**src/rtl/garo_move_unit.sv**
```systemverilog
// rtl/garo_move_unit.sv - random-source and move-lookup block for the battle datapath
//
// Six independent Galois LFSR channels stand in for GARO entropy sources.
// Channels 0-1 form the AI move and channels 2-5 form the accuracy roll.
// A trainer select chooses the player's or the AI's move, and a fixed move
// table returns its damage, accuracy and a hit flag for the HP-update logic.
//
// Ports:
//   clk      in   1  system clock, all state on rising edge
//   rst      in   1  synchronous reset, active-high (overrides stop)
//   stop     in   1  1 = freeze all generator channels
//   actr     in   1  trainer select: 0 = player move, 1 = AI move
//   p_move   in   2  player's chosen move index
//   ai_move  out  2  random AI move {ch1, ch0}
//   accu_rng out  4  random accuracy roll {ch5, ch4, ch3, ch2}
//   sel_move out  2  move index in effect
//   dmg      out  4  damage of sel_move
//   accu     out  4  accuracy of sel_move
//   hit      out  1  1 when accu_rng <= accu

module garo_move_unit #(
    parameter int          LFSR_W = 16,
    parameter logic [15:0] POLY   = 16'hB400,
    parameter logic [15:0] SEED   = 16'hACE1
) (
    input  logic       clk,
    input  logic       rst,
    input  logic       stop,
    input  logic       actr,
    input  logic [1:0] p_move,
    output logic [1:0] ai_move,
    output logic [3:0] accu_rng,
    output logic [1:0] sel_move,
    output logic [3:0] dmg,
    output logic [3:0] accu,
    output logic       hit
);

    localparam int N_CH = 6;

    // Channel 0 keeps the base seed so ai_move[0] is known right after reset;
    // the others are decorrelated by XORing a per-channel constant.  A zero
    // seed would lock the LFSR, so it is replaced by 1.
    function automatic logic [LFSR_W-1:0] seed_of(input int k);
        logic [LFSR_W-1:0] s;
        if (k == 0) begin
            s = LFSR_W'(SEED);
        end else begin
            s = LFSR_W'(SEED) ^ LFSR_W'(32'h1111 * (k + 1));
        end
        if (s == '0) begin
            s = LFSR_W'(1);
        end
        return s;
    endfunction

    // One right-shifting Galois step; feedback applied when the shifted-out
    // bit is 1, which keeps a nonzero state nonzero.
    function automatic logic [LFSR_W-1:0] lfsr_step(input logic [LFSR_W-1:0] s);
        if (s[0]) begin
            return (s >> 1) ^ LFSR_W'(POLY);
        end
        return s >> 1;
    endfunction

    // Fixed move table, packed as {dmg, accu}.
    function automatic logic [7:0] move_mux(input logic [1:0] m);
        logic [7:0] r;
        case (m)
            2'd0:    r = {4'd4,  4'd15};
            2'd1:    r = {4'd6,  4'd12};
            2'd2:    r = {4'd8,  4'd9};
            default: r = {4'd11, 4'd6};
        endcase
        return r;
    endfunction

    logic [N_CH-1:0][LFSR_W-1:0] state_q;
    logic [N_CH-1:0][LFSR_W-1:0] state_d;
    logic [N_CH-1:0][LFSR_W-1:0] seed_vec;
    logic [7:0]                  move_entry;

    always_comb begin
        seed_vec = '0;
        for (int k = 0; k < N_CH; k++) begin
            seed_vec[k] = seed_of(k);
        end
    end

    always_comb begin
        state_d = state_q;
        if (!stop) begin
            for (int k = 0; k < N_CH; k++) begin
                state_d[k] = lfsr_step(state_q[k]);
            end
        end
    end

    always_ff @(posedge clk) begin
        if (rst) begin
            state_q <= seed_vec;
        end else begin
            state_q <= state_d;
        end
    end

    // Random bits come straight from the registers: no extra latency.
    assign ai_move  = {state_q[1][0], state_q[0][0]};
    assign accu_rng = {state_q[5][0], state_q[4][0], state_q[3][0], state_q[2][0]};

    assign sel_move   = actr ? ai_move : p_move;
    assign move_entry = move_mux(sel_move);
    assign dmg        = move_entry[7:4];
    assign accu       = move_entry[3:0];
    assign hit        = (accu_rng <= accu);

endmodule

```
**config.mk**
```make
export PLATFORM = sky130hd
export DESIGN_NAME = garo_move_unit
export DESIGN_NICKNAME = d
export VERILOG_FILES = /design/src/rtl/garo_move_unit.sv
export SDC_FILE = /design/constraint.sdc
export NUM_CORES = 1
export LEC_CHECK = 0
export CORE_AREA = 3 3 82 104
export CTS_CLUSTER_DIAMETER = 100
export CTS_CLUSTER_SIZE = 30
export DETAILED_ROUTE_END_ITERATION = 10
export DIE_AREA = 0 0 85 107
export HOLD_SLACK_MARGIN = 0.08
export PLACE_DENSITY = 0.69
export SLEW_MARGIN = 25
export SYNTH_ARGS = -nofsm -noshare
export SYNTH_HDL_FRONTEND = slang
export SYNTH_SLANG_ARGS = --single-unit
```
**constraint.sdc**
```tcl
create_clock -name clk -period 4.8 [get_ports clk]
set_input_delay 0.48 -clock clk [delete_from_list [all_inputs] [get_ports clk]]
set_output_delay 0.48 -clock clk [all_outputs]
set_load 0.01 [all_outputs]
```
== After elaboration in Yosys (flattened, before gate mapping) ==
Cells that the tools add are included.

* Order comparisons: 1
* Multiplexer cells: 26
* Equality and inequality tests: 2
* Bitwise logic cells: 6
* Reduce and logical (&&, ||, !) cells: 1

{| class="wikitable"
|+ Operators with widths
! operator !! count
|-
| $mux 16 || 12
|-
| $not 3->4 || 6
|-
| $pmux 8 s3 || 1
|-
| $mux 1 || 12
|-
| $le 4x4->1 || 1
|-
| $eq 2x1->1 const B || 1
|-
| $eq 2x2->1 const B || 1
|-
| $logic_not 2->1 || 1
|-
| $mux 2 || 1
|}

* Input port bits: 6
* Logic and storage cells: 42
* Register bits: 96
* Output and inout port bits: 17

== Depth between registers and ports, before layout ==
* Word-level depth: 4
* Depth in mapped cells: 8
* Mapped depth without buffers: 7

== Worst setup path after synthesis ==
OpenSTA, ideal clock, no wires.

* Kind: input to output
* From: in actr
* To: out hit
* Setup slack: 2.194 ns
* Stages on the path: 7
* Buffers on the path: 0
* Required time: 4.320 ns
* Data arrival time: 2.126 ns
* Cells stage by stage: mux2_2 ha_1 inv_1 ha_1 nor2b_1 o211a_1 o21ai_0

* Longest elaborated chain between the ends: 4
* Elaborated cells between the ends (all ways): 6
* Classes of those cells: order compare (1); eq/ne (2); mux (2); reduce/logical (1)

{| class="wikitable"
|+ RTL lines
! what !! RTL line !! text
|-
| start: declaration || 29 || <nowiki>input logic actr,</nowiki>
|-
| $mux 2 * || 111 || <nowiki>assign sel_move = actr ? ai_move : p_move;</nowiki>
|-
| $eq 2x2->1 (tied with other cells) || 69 || <nowiki>case (m)</nowiki>
|-
| $pmux 8 s3 * || 69 ||
|-
| net accu[1] || 35 || <nowiki>output logic [3:0] accu,</nowiki>
|-
| $le 4x4->1 * || 115 || <nowiki>assign hit = (accu_rng <= accu);</nowiki>
|-
| end: declaration || 36 || <nowiki>output logic hit</nowiki>
|}

Mark *: on every way through the listed nets, which the timed path passes. The rest lies on a longest branch.

== Worst setup path after layout ==
* From: in actr
* To: out hit

* Longest elaborated chain between the ends: 4
* Elaborated cells between the ends (all ways): 6
* Classes of those cells: order compare (1); eq/ne (2); mux (2); reduce/logical (1)

{| class="wikitable"
|+ RTL lines
! what !! RTL line
|-
| $mux 2 * || 111
|-
| $eq 2x2->1 (tied with other cells) || 69
|-
| $pmux 8 s3 * || 69
|-
| $le 4x4->1 * || 115
|}

Every way passes the cells marked *; elsewhere a longest branch is shown, timed or not.

==> flow_summary_export.csv <==
group,metric,value,unit
status,status,"completed",
finish,finish.utilization,53.3,%
setup_path,path_max_fanout,5,
cts,cts_root_buf,"clkbuf_8",
route,via_count,2265,
synthesis,synth_async_sr_flop_share,0,%
synthesis,synth_top_area_share,50.9,%
floorplan,fp-row-count,36,
synthesis,ys_ff_latch,96,
placed_design,gp_congestion,0.696,
sta,tightest_slew,0.826,ns
synthesis,syn_inst,357,
synthesis,ys_top_cells_by_count,"96 x dfxtp_1, 96 x mux2i_1, 52 x nand2_1",
synthesis,post-synth-top-area-cell,"dfxtp_1",
setup_path,cp.required,4.32,ns
synthesis,synth_edf_count,0,
grt,track_usage,13.7,%
cts,path_clk_slew,0.08,ns
sta,setup-tns-final,0,ns
route,wl_per_cell,12.2,um
finish,n_fill_cell,679,
sta,clock_skew,0.00697,ns
finish,drive_gt1_share,5.18,%
floorplan,dieArea,9100,um^2
finish,seq_area,1920,um^2
finish,fin_nets,374,
placed_design,dpl.hpwl,3460,um
sta,fin_crit,3.74,ns
setup_path,cp-start-kind,"input pin",
synthesis,avgSynthCellArea,10.6,um^2
min_path,hold_class,"flop to flop",
cts,htreeDepth,3,
placed_design,io_buffer_count,22,
floorplan,pin_count,23,
sta,post-route-period-util,77.9,%
cts,cts_buffer_depth,2,
placed_design,dp.cells,446,
route,wl,5620,um
sta,timing.fmax,0.267,GHz
setup_path,critPathArrivalTime,3.26,ns
synthesis,syn_nets,369,
synthesis,ys_seq_area_share,50.9,%
finish,layoutNonFillerInstCount,462,
grt,grt_max_degree,75,
route,dr.pass1.iters,3,
sta,finalHoldViolations,0,
floorplan,core-area,7700,um^2
grt,grt_pass1_vias,2215,
sta,relSlewSlack,44.9,%
finish,diodes,0,
cts,cts.hold.buffers_added,0,
cts,post-cts-setup-buffers,0,
route,drtAntennaViolNets,0,
cts,cts_resized,0,
route,via_per_inst,4.90,
synthesis,synthDistinctLibCells,21,
grt,grt_pass1_wl,9890,um
pwr,p_leak,1.88,nW
floorplan,fp.dieW,85,um
cts,cts_tree,"done",
setup_path,critical_path.endpoint_type,"primary output",
cts,clk_latency,0.36,ns
route,route.detailed.drc,0,
sta,slew_violations,0,
synthesis,synth_area,3770,um^2
grt,antenna_found_initial,0,
synthesis,ys_warn_count,0,
finish,area_growth,8.85,%
floorplan,initial_core_util,49.0,%
flow_run,max_cap_viol_count,0,
synthesis,synthTopCellsByArea,"dfxtp_1 51%, mux2i_1 25%, nand2_1 5.2%",
cts,clock-sinks,96,
route,drtIter0Drc,129,
pwr,power_density,381,nW/um^2
floorplan,dieHeight,107,um
synthesis,synth_top_flop_cell,"dfxtp_1",
cts,cts_buffers,9,
sta,setup_viol,0,
setup_path,crit_type,"input pin to primary output",
grt,grt_overflow,0,
sta,rsz0062_at_grt,"no",
pwr,irDropWorstVdd,0.000150,V
finish,multi_input_area,1610,um^2
[final timing paths]
kind                                               start                       end  slack, ns  depth (start not counted)
worst max-delay path                                actr                       hit       1.06                          9
worst min-delay path            state_q[60]$_SDFFE_PP0N_  state_q[59]$_SDFFE_PP1N_       0.47                          2
worst max register to register  accu_rng[3]$_SDFFE_PP1N_  state_q[92]$_SDFFE_PP0N_       3.81                          3
worst min register to register  state_q[60]$_SDFFE_PP0N_  state_q[59]$_SDFFE_PP1N_       0.47                          2
[critical path, stage by stage]
cell and delay, ns:
clkdlybuf4s50_1 0.50, mux2_2 0.39, ha_1 0.30, inv_1 0.05, ha_1 0.28, nor2b_1 0.14, o211a_1 0.20, o21ai_0 0.32
clkdlybuf4s50_1 0.61
[cells by family (layout without fill, tap and decap cells)]
logic type	count (synthesis)	in the layout	synth area share (%)
AO/OA/AOI/OAI	4	4	0.796
XOR/XNOR	18	18	4.18
adder cells (fa/ha/maj)	6	6	1.99
buffers and inverters	38	48	6.47
flip-flops	96	96	50.9
multiplexers	97	97	25.8
AND/OR/NAND/NOR	98	98	9.88
[power breakdown]
group	internal [mW]	total, mW	switching [mW]	leakage (nW)
logic	0.0932	0.181	0.0879	1.00
clock network	0.240	0.502	0.262	0.0856
registers	0.848	0.881	0.0328	0.793
total	1.18	1.56	0.383	1.88
[state kept, by name (all words and copies together) (netlist names)]
| name | count |
|---|---|
| state_q | 90 |
| accu_rng | 4 |
| ai_move | 2 |
[layout by cell type (no fill, tap or decap)]
cell type	Yosys	routed
mux2_2	1	1
clkbuf_1	4	2
nand4_1	1	1
clkinvlp_4	0	3
dfxtp_1	96	96
o211a_1	1	1
inv_1	6	6
o211ai_1	1	1
ha_1	6	6
clkinv_1	1	1
xor2_1	18	18
a21o_1	1	1
clkinv_2	0	1
buf_4	14	3
nor2_1	44	44
clkdlybuf4s50_1	0	21
nand2_1	52	52
mux2i_1	96	96
clkbuf_8	0	9
buf_6	4	1
nor2b_1	1	1
bufinv_16	0	1
o21ai_0	1	1
[stage by stage]
stage | setup slack (ns) | total power, mW | cell area, um^2 | hold slack, ns
floorplan | 2.19 | 1.04 | 3770 | 0.441
global placement | 1.05 | 1.08 | 3920 | 0.450
detailed placement | 1.04 | 1.08 | 3920 | 0.458
CTS | 1.02 | 1.59 | 4110 | 0.477
global route | 0.873 | 1.65 | 4110 | 0.499
finish | 1.06 | 1.56 | 4110 | 0.472
[area by class of cell]
class / instances / area share, %
well taps: 95 / 2.89
repair buffers: 25 / 5.94
clock buffers: 11 / 3.20
multi-input cells: 223 / 39.1
inverters: 7 / 0.640
flip-flops and latches: 96 / 46.8
clock inverters: 5 / 1.40
[layer usage]
layer  share of wire [%]  up-vias  track usage, %
met5                   0        -               0
met4                 1.8        0            6.79
met3                 5.0        7            5.15
met2                  46       25            22.3
met1                  47     1063            15.7
li1                    -     1170               -
Power figures use the tool's default switching activity.
